--- src/rtl/adc_mavg_filter.sv ---
// Moving-average filter over the last 2^LOG2_N ADC samples, with the done-tick synchronised into clk.
// Optional define ADC_MAVG_OFFSET_EN: dout is the mean minus midscale (two's complement).
module adc_mavg_filter #(
    parameter int DATA_W = 11,
    parameter int LOG2_N = 3
) (
    input  logic              clk,
    input  logic              rst,
    input  logic [DATA_W-1:0] din,
    input  logic              din_valid,
    input  logic              flush,
    output logic [DATA_W-1:0] dout,
    output logic              dout_valid,
    output logic              primed
);
    localparam int N     = 1 << LOG2_N;
    localparam int ACC_W = DATA_W + LOG2_N;
    localparam logic [DATA_W-1:0] MID     = {1'b1, {(DATA_W-1){1'b0}}};
    // N * midscale is exactly the top bit of the accumulator
    localparam logic [ACC_W-1:0]  ACC_RST = {1'b1, {(ACC_W-1){1'b0}}};
    localparam logic [LOG2_N:0]   CNT_FULL = (LOG2_N+1)'(N);
`ifdef ADC_MAVG_OFFSET_EN
    localparam logic [DATA_W-1:0] DOUT_RST = '0;
`else
    localparam logic [DATA_W-1:0] DOUT_RST = MID;
`endif

    logic [2:0]                   sync;
    logic                         take;
    logic [N-1:0][DATA_W-1:0]     win;
    logic [LOG2_N-1:0]            wr_ptr;
    logic [LOG2_N:0]              cnt;
    logic [ACC_W-1:0]             acc;
    logic [2:1]                   vld_pipe;
    logic [DATA_W-1:0]            mean;

    assign take       = sync[1] & ~sync[2];
    assign mean       = acc[ACC_W-1:LOG2_N];
    assign dout_valid = vld_pipe[2];

    // Synchroniser is deliberately left out of flush so a pending edge is not re-detected
    always_ff @(posedge clk or posedge rst) begin
        if (rst) sync <= '0;
        else     sync <= {sync[1:0], din_valid};
    end

    always_ff @(posedge clk or posedge rst) begin
        if (rst) begin
            win      <= {N{MID}};
            acc      <= ACC_RST;
            wr_ptr   <= '0;
            cnt      <= '0;
            primed   <= 1'b0;
            dout     <= DOUT_RST;
            vld_pipe <= '0;
        end else if (flush) begin
            win      <= {N{MID}};
            acc      <= ACC_RST;
            wr_ptr   <= '0;
            cnt      <= '0;
            primed   <= 1'b0;
            dout     <= DOUT_RST;
            vld_pipe <= '0;
        end else begin
            if (take) begin
                // The evicted entry is always part of acc, so this cannot underflow
                acc         <= acc + ACC_W'(din) - ACC_W'(win[wr_ptr]);
                win[wr_ptr] <= din;
                wr_ptr      <= wr_ptr + 1'b1;
                if (cnt != CNT_FULL) cnt <= cnt + 1'b1;
            end
            vld_pipe <= {vld_pipe[1], take};
            primed   <= (cnt == CNT_FULL);
            if (vld_pipe[1]) begin
`ifdef ADC_MAVG_OFFSET_EN
                dout <= mean - MID;
`else
                dout <= mean;
`endif
            end
        end
    end
endmodule

--- config.mk ---
export PLATFORM = sky130hd
export DESIGN_NAME = adc_mavg_filter
export DESIGN_NICKNAME = d
export VERILOG_FILES = /design/src/rtl/adc_mavg_filter.sv
export SDC_FILE = /design/constraint.sdc
export NUM_CORES = 1
export LEC_CHECK = 0
export ABC_AREA = 1
export CORE_MARGIN = 2
export CORE_UTILIZATION = 60
export CTS_CLUSTER_DIAMETER = 60
export DETAILED_ROUTE_END_ITERATION = 16
export DONT_BUFFER_PORTS = 1
export GPL_ROUTABILITY_DRIVEN = 0
export PLACE_DENSITY_LB_ADDON = 0.1
export SYNTH_ARGS = -nofsm -noshare
export SYNTH_HDL_FRONTEND = slang
export SYNTH_SLANG_ARGS = --single-unit
--- constraint.sdc ---
create_clock -name clk -period 5.3 [get_ports clk]
set_clock_uncertainty 0.2 [all_clocks]
set_input_delay 0.53 -clock clk [delete_from_list [all_inputs] [get_ports clk]]
set_output_delay 0.53 -clock clk [all_outputs]
set_load 0.02 [all_outputs]
==> results of run 1 <==
worst max-delay path, stage by stage (launching register included):
cell	delay [ns]
dfrtp_1	0.50
inv_1	0.18
nand3_1	0.59
inv_1	0.31
a22oi_1	0.25
o2111ai_1	0.20
fa_1	0.53
inv_1	0.05
ha_1	0.35
or2_2	0.33
nand3_1	0.10
nand2_1	0.12
nand2_1	0.13
nand3_1	0.08
nand3_1	0.08
o21ai_0	0.07
state kept, by name, indices dropped and copies added, names as in the netlist:
signal,cells
vld_pipe,2
cnt,4
sync,3
dout,11
win,88
acc,14
wr_ptr,3
primed,1
what timing repair did:
item / 4_1_cts / 5_1_grt
setup endpoints to repair: 0 / 0
hold buffers: 3 / 0
hold endpoints to repair: 73 / 0
power by group:
group	total, mW	switching (mW)	internal (mW)	leakage, nW
clock	1.14	0.398	0.738	0.284
sequential	1.03	0.0229	1.00	1.71
combinational	0.564	0.372	0.192	1.28
final timing paths:
path,endpoint,cells after the start,start,slack [ns]
setup / recovery,acc[9],15,wr_ptr[0],1.09
hold / removal,win[59],3,flush,0.02
setup reg to reg,acc[9],15,wr_ptr[0],1.09
hold reg to reg,sync[1],0,sync[0],0.17
max in group asynchronous,acc[0],3,rst,3.20
min in group asynchronous,win[31],2,rst,0.50
synth_stat cells, drive strengths merged:
master,number
or2,1
clkbuf,9
a21o,1
nor2,36
o21ai,50
nand2,108
nor3,3
clkinv,1
o31ai,1
a32o,1
o22ai,86
buf,10
o21bai,1
nand4,5
dfstp,10
xnor2,5
ha,17
inv,157
nand3,35
a22oi,12
xor2,1
o2111ai,8
a21oi,25
and2,1
dfrtp,116
fa,11
metrics by stage:
stage | cells | setup WS (ns) | utilization | hold slack, ns
floorplan | 711 | 1.231 | - | 0.1312
global placement | 832 | 1.352 | 0.6244 | 0.1444
detailed placement | 832 | 1.204 | 0.6244 | 0.1372
CTS | 867 | 1.196 | 0.6835 | 0.003282
global route | 867 | 0.8223 | 0.6835 | 0.02373
finish | 867 | 1.089 | 0.6835 | 0.02232
cells by family (layout without fill, tap and decap cells):
logic type | count (synthesis) | in the layout
xor gates and xnor gates | 6 | 6
buffers and inverters | 177 | 197
adders and majority gates | 28 | 28
AOI/OAI and AO/OA | 185 | 185
DFF | 126 | 126
and+or+nand+nor | 189 | 189
metal layers:
layer	GRT usage	routed length (um)
met1	0.4314	6970
met2	0.4611	7276
met3	0.07112	1227
met4	0.1081	298
met5	0	0
final cells by class:
cell class / count / share of cell area
well taps: 136 / 0.02433
clock buffers: 25 / 0.06638
repair buffers: 7 / 0.008588
clock inverters: 7 / 0.01575
inverters: 158 / 0.08517
multi-input cells: 408 / 0.3471
flip-flops and latches: 126 / 0.4527
==> key figures, run 1 <==
Placed design
  – IO buf count: 0
  – Half-perimeter wire length after placement: ~11000 um
  – Placed Area: between 0.006 and 0.007 mm2

Global route
  – Largest net degree at the start of global routing: 75
  – Initial antenna violation count: 0
  – First-pass GRT wire length: 25900 um
  – Remaining Overflow, GRT: 0
  – GRT Total Usage: 0.3039
  – Vias in the first global route: 5077

Final layout
  – Layout cells sized above 1: 0.07387
  – Register area: 0.003166 mm2
  – Commonest cells after routing, fill and taps aside: inv_1, dfrtp_1, nand2_1, o22ai_1, o21ai_0
  – Antenna diodes: 0
  – Nets: 761
  – Final Cell Area: 0.006993 mm2
  – Commonest non-fill, non-tap cell in the layout: inv_1
  – Area of the multi-input gates: 0.002427 mm2
  – Area delta synth->final: 11.49%
  – Number of fill cells: about 810

STA
  – Fin Setup TNS: 0 ns
  – Final hold viol count: 0
  – Final max-slew violation count: 0
  – Minimum clock period: 4.211 ns
  – Period utilization: 0.7945
  – Final Setup Violations: 0
  – Unrepaired setup endpoints after global routing: false
  – F_max: around 240 MHz
  – Least-Margin Pin Slew: 1.111 ns
  – Rel. slew slack: 0.2547

Pwr
  – Overall power: 2.728 mW
  – Worst VDD drop: 0.3355 mV
  – Power Dens Cells: 390.1 mW/mm2
  – Leakage power total: 3.270 nW

Critical path
  – Data required, critical path: between 5 and 6 ns
  – Crit. End Element: flop
  – Largest fanout on the critical path: 17
  – Startpoint types: flop
  – Kind of critical path: flop to flop
  – Critical Path AT: approximately 4.4 ns

Yosys
  – Post-Synth XOR/XNOR Area: 0.008378
  – Mapped cell area: 0.006272 mm2
  – Yosys cell types: 37
  – Mapped Avg Cell Area: slightly below 9 um2
  – Mapped Cells: 711
  – Sequential area share after synthesis: 0.5047
  – Yosys top cell by area: dfrtp_1
  – Mux contribution to synthesized area: 0
  – Yosys warning count: 0
  – Adder-cell area share of the yosys netlist: 0.06902
  – Post-Synth Simple-Gate Area: 0.1297
  – Synth Area in Compound Gates: 0.1799
  – Post-synth net total: 754
  – Synth top area share: 0.4628
  – FF+latch count, synth: 126
  – Largest family of logic cells by synthesized area: compound AO/OA/AOI/OAI gates
  – Area contributors post-synth: dfrtp_1, inv_1, o22ai_1, nand2_1, dfstp_2

CTS
  – CTS tree: done
  – CTS Buf Count: 17
  – Max clock buf depth: 2
  – Post-CTS setup buffers: 0
  – Clk sinks: 126
  – Clock latency at the later pin of the worst-skew pair: 0.53 ns
  – H-tree Lvls: 4
  – CTS clk-pin slew, worst paths: roughly 0.060 ns
  – Clk root buf: clkbuf_8
  – Post-cts sizing count: 0

Floorplan
  – Die Wd: ~110 um
  – Die area: 0.01129 mm2
  – IO Pins: 28
  – Row count: 37
  – CORE AREA: 0.01023 mm2
  – Die Y: 106.2 um
  – Initial core utilization: 0.6131

Detailed routing
  – First-pass DRT Iterations: 5
  – Iter 0 DRT Violations: 481
  – Total length of routed wires: 15770 um
  – Per-cell routed wire length: 18.19 um
  – Via-per-instance ratio: 5.817
  – # DRC: 0
  – Via count: 5043
  – Routed Antenna Nets: 0

Outcome
  – Status: finished, final reports clean

Flow run
  – Max Cap Viol: 0

Worst hold path
  – Hold Crit Class: primary input to flop
No activity file was read; power rests on OpenSTA's default activity.
==> run 2, diff against run 1 <==
==> constraint.sdc (replaced) <==
create_clock -name clk -period 4.3 [get_ports clk]
set_clock_uncertainty 0.2 [all_clocks]
set_input_delay 0.43 -clock clk [delete_from_list [all_inputs] [get_ports clk]]
set_output_delay 0.43 -clock clk [all_outputs]
set_load 0.02 [all_outputs]
==> run 2 against run 1 <==
Compared with the run above: setup slack worse by 0.57 ns; sequential power is 23% higher; sequential cell count is the same; highest routed layer unchanged; fmax up 11%; via count is 2.8% higher; die area unchanged.
==> key figures, run 2 (synthesis gave the netlist of run 1 again) <==
Final layout
  – Number of flip-flops in the largest register: 88 (unchanged)
  – Layout cells sized above 1: 0.08514 (was 0.07387)
  – Largest registers: win x88, acc x14, dout x11 (unchanged)
  – Finished Layout Cells: 876 (was 867)
  – Area delta synth->final: 12.69% (was 11.49%)
  – Antenna diodes: 0 (unchanged)
  – Commonest cells after routing, fill and taps aside: inv_1, dfrtp_1, nand2_1, o22ai_1, o21ai_0 (unchanged)
  – Nets: 770 (was 761)
  – Top reg by flops: win (unchanged)
  – Commonest non-fill, non-tap cell in the layout: inv_1 (unchanged)
  – Number of fill cells: 798 (was 814)
  – Util after Layout: 0.6908 (was 0.6835)

CTS
  – CTS tree: done (unchanged)
  – Clk root buf: clkbuf_8 (unchanged)
  – CTS Buf Count: 17 (unchanged)
  – Clk sinks: 126 (unchanged)
  – Max clock buf depth: 2 (unchanged)
  – CTS clk-pin slew, worst paths: 0.06 ns (about the same)
  – Clock latency at the later pin of the worst-skew pair: 0.54 ns (was 0.53 ns)
  – H-tree Lvls: 4 (unchanged)

Detailed routing
  – # DRC: 0 (unchanged)
  – Total length of routed met2 wires: 7616 um (was 7276 um)
  – Total length of routed wires: 16170 um (was 15770 um)
  – Top routing layer used: met4 (unchanged)
  – Via count: 5184 (was 5043)
  – Per-cell routed wire length: 18.46 um (was 18.19 um)
  – First-pass DRT Iterations: 5 (unchanged)
  – Met1 WL: 6917 um (was 6970 um)
  – Routed Antenna Nets: 0 (unchanged)
  – Met3 WL: 1401 um (was 1227 um)
  – Iter 0 DRT Violations: 479 (was 481)
  – Via-per-instance ratio: 5.918 (was 5.817)

Critical path
  – Data required, critical path: 4.50 ns (was 5.50 ns)
  – Worst setup endpoint: acc[9] (unchanged)
  – Critical Path Slowest Stage Cell: fa_1 (was nand3_1)
  – Startpoint types: flop (unchanged)
  – RR Startpoint: wr_ptr[0] (unchanged)
  – CP delay by family, top: simple AND/OR/NAND/NOR gates (unchanged)
  – Kind of critical path: flop to flop (unchanged)
  – Critical Path AT: 3.98 ns (was 4.41 ns)
  – R2R Setup Slk: 0.52 ns (was 1.09 ns)
  – Cell mode on critical path: nand3_1 (unchanged)
  – Largest fanout on the critical path: 8 (was 17)
  – Worst path buffer plus inverter count: 3 (unchanged)
  – CP cell instances: inv_1 > nand3_1 > inv_1 > a22oi_1 > o2111ai_1 > fa_1 > inv_1 > ha_1 > or2_2 > nand3_1 > nand2_1 > nand2_1 > nand3_1 > nand3_1 > o21ai_0 (unchanged)
  – Delay of the slowest critical-path stage: 0.52 ns (was 0.59 ns)
  – WP depth: 15 (unchanged)
  – Reg2Reg Depth: 15 (unchanged)
  – Critical Path Start: wr_ptr[0] (unchanged)
  – Crit. End Element: flop (unchanged)
  – Critical R2R Capture: acc[9] (unchanged)

Pwr
  – Power Dens Cells: 470.2 mW/mm2 (was 390.1 mW/mm2)
  – Sequential Power Share: 0.381 (was 0.377)
  – Clock power share: 0.408 (was 0.417)
  – Worst VDD drop: 0.3830 mV (was 0.3355 mV)
  – Overall power: 3.323 mW (was 2.728 mW)
  – Int Power: 2.336 mW (was 1.934 mW)
  – Combinational share of power: 0.211 (was 0.207)
  – Leakage power total: 3.309 nW (was 3.270 nW)
  – Psw: 986.7 uW (was 793.5 uW)
  – Sw frac: 0.2969 (was 0.2909)

Global route
  – GRT Total Usage: 0.3106 (was 0.3039)
  – Initial antenna violation count: 0 (unchanged)
  – Remaining Overflow, GRT: 0 (unchanged)
  – First-pass GRT wire length: 26570 um (was 25900 um)
  – Largest net degree at the start of global routing: 76 (was 75)
  – Vias in the first global route: 5164 (was 5077)

Floorplan
  – Die area: 0.01129 mm2 (unchanged)
  – Initial core utilization: 0.6131 (unchanged)
  – CORE AREA: 0.01023 mm2 (unchanged)
  – Die Y: 106.2 um (unchanged)
  – Die Wd: 106.2 um (unchanged)
  – IO Pins: 28 (unchanged)
  – Row count: 37 (unchanged)

Flow run
  – Max Cap Viol: 0 (unchanged)

Worst hold path
  – Hold Crit Class: primary input to flop (unchanged)

STA
  – Least-Margin Pin Slew: 1.126 ns (was 1.111 ns)
  – Final Setup Violations: 0 (unchanged)
  – Final max-slew violation count: 0 (unchanged)
  – F_max: 264.3 MHz (was 237.5 MHz)
  – Fin Setup TNS: 0 ns (unchanged)
  – Unrepaired setup endpoints after global routing: false (unchanged)
  – Minimum clock period: 3.784 ns (was 4.211 ns)
  – Final hold viol count: 0 (unchanged)
  – Rel. slew slack: 0.2442 (was 0.2547)
  – Final WS setup: 0.5161 ns (was 1.089 ns)
  – Period utilization: 0.8800 (was 0.7945)

Placed design
  – Placed instance count: 839 (was 832)
  – Half-perimeter wire length after placement: 11250 um (was 10740 um)
  – IO buf count: 0 (unchanged)
  – Setup WS pre-CTS: 0.5704 ns (was 1.204 ns)

Outcome
  – Status: finished, final reports clean (unchanged)
run 2: timing repair:
item | 4_1_cts | 5_1_grt
hold buffers | 5 | 0
setup buffers | 0 | 0
gates resized for setup | 0 | 0
endpoints found under the hold margin | 94 | 0
run 2: final cells by class:
class                   count  area, um2  area share
flip-flops and latches    126       3166      0.4479
multi-input cells         408       2427      0.3434
inverters                 158      595.6     0.08426
clock buffers              27      511.7     0.07240
well taps                 136      170.2     0.02408
repair buffers             16      145.1     0.02053
clock inverters             5      52.55    0.007435
run 2: power groups by stage:
stage | Combinational [mW] | Sequential (mW) | Clock, mW
CTS | 0.690 | 1.27 | 1.37
global route | 0.800 | 1.27 | 1.43
global placement | 0.665 | 1.28 | 0
finish | 0.700 | 1.27 | 1.36
detailed placement | 0.676 | 1.29 | 0
floorplan | 0.528 | 1.28 | 0
run 2: worst min path at each step:
stage | from | end | slack, ns | cells after the start
2_1_floorplan | sync[0] | sync[1] | 0.13 | 0
3_3_place_gp | sync[0] | sync[1] | 0.15 | 0
3_5_place_dp | sync[0] | sync[1] | 0.14 | 0
4_1_cts | flush | win[54] | 0.0003 | 2
5_1_grt | flush | win[32] | 0.03 | 2
6_report | flush | win[54] | 0.03 | 2
run 2: per-stage QoR:
step                hold slack (ns)  area [um2]
floorplan                    0.1312        6272
global route                0.03074        7068
CTS                       0.0003100        7068
finish                      0.02900        7068
detailed placement           0.1380        6454
global placement             0.1495        6454
run 2: layer usage:
| layer | global-route usage | vias to the layer above |
|---|---|---|
| met2 | 0.4657 | 267 |
| met5 | 0 | - |
| met3 | 0.09565 | 23 |
| li1 | - | 2390 |
| met1 | 0.4368 | 2504 |
| met4 | 0.09680 | 0 |
run 2: worst reg2reg max path: stages (launching register included):
cell and delay (ns):
dfrtp_1 0.50, inv_1 0.18, nand3_1 0.30, inv_1 0.23, a22oi_1 0.22, o2111ai_1 0.20
fa_1 0.52, inv_1 0.04, ha_1 0.34, or2_2 0.32, nand3_1 0.09, nand2_1 0.13
nand2_1 0.13, nand3_1 0.08, nand3_1 0.08, o21ai_0 0.08
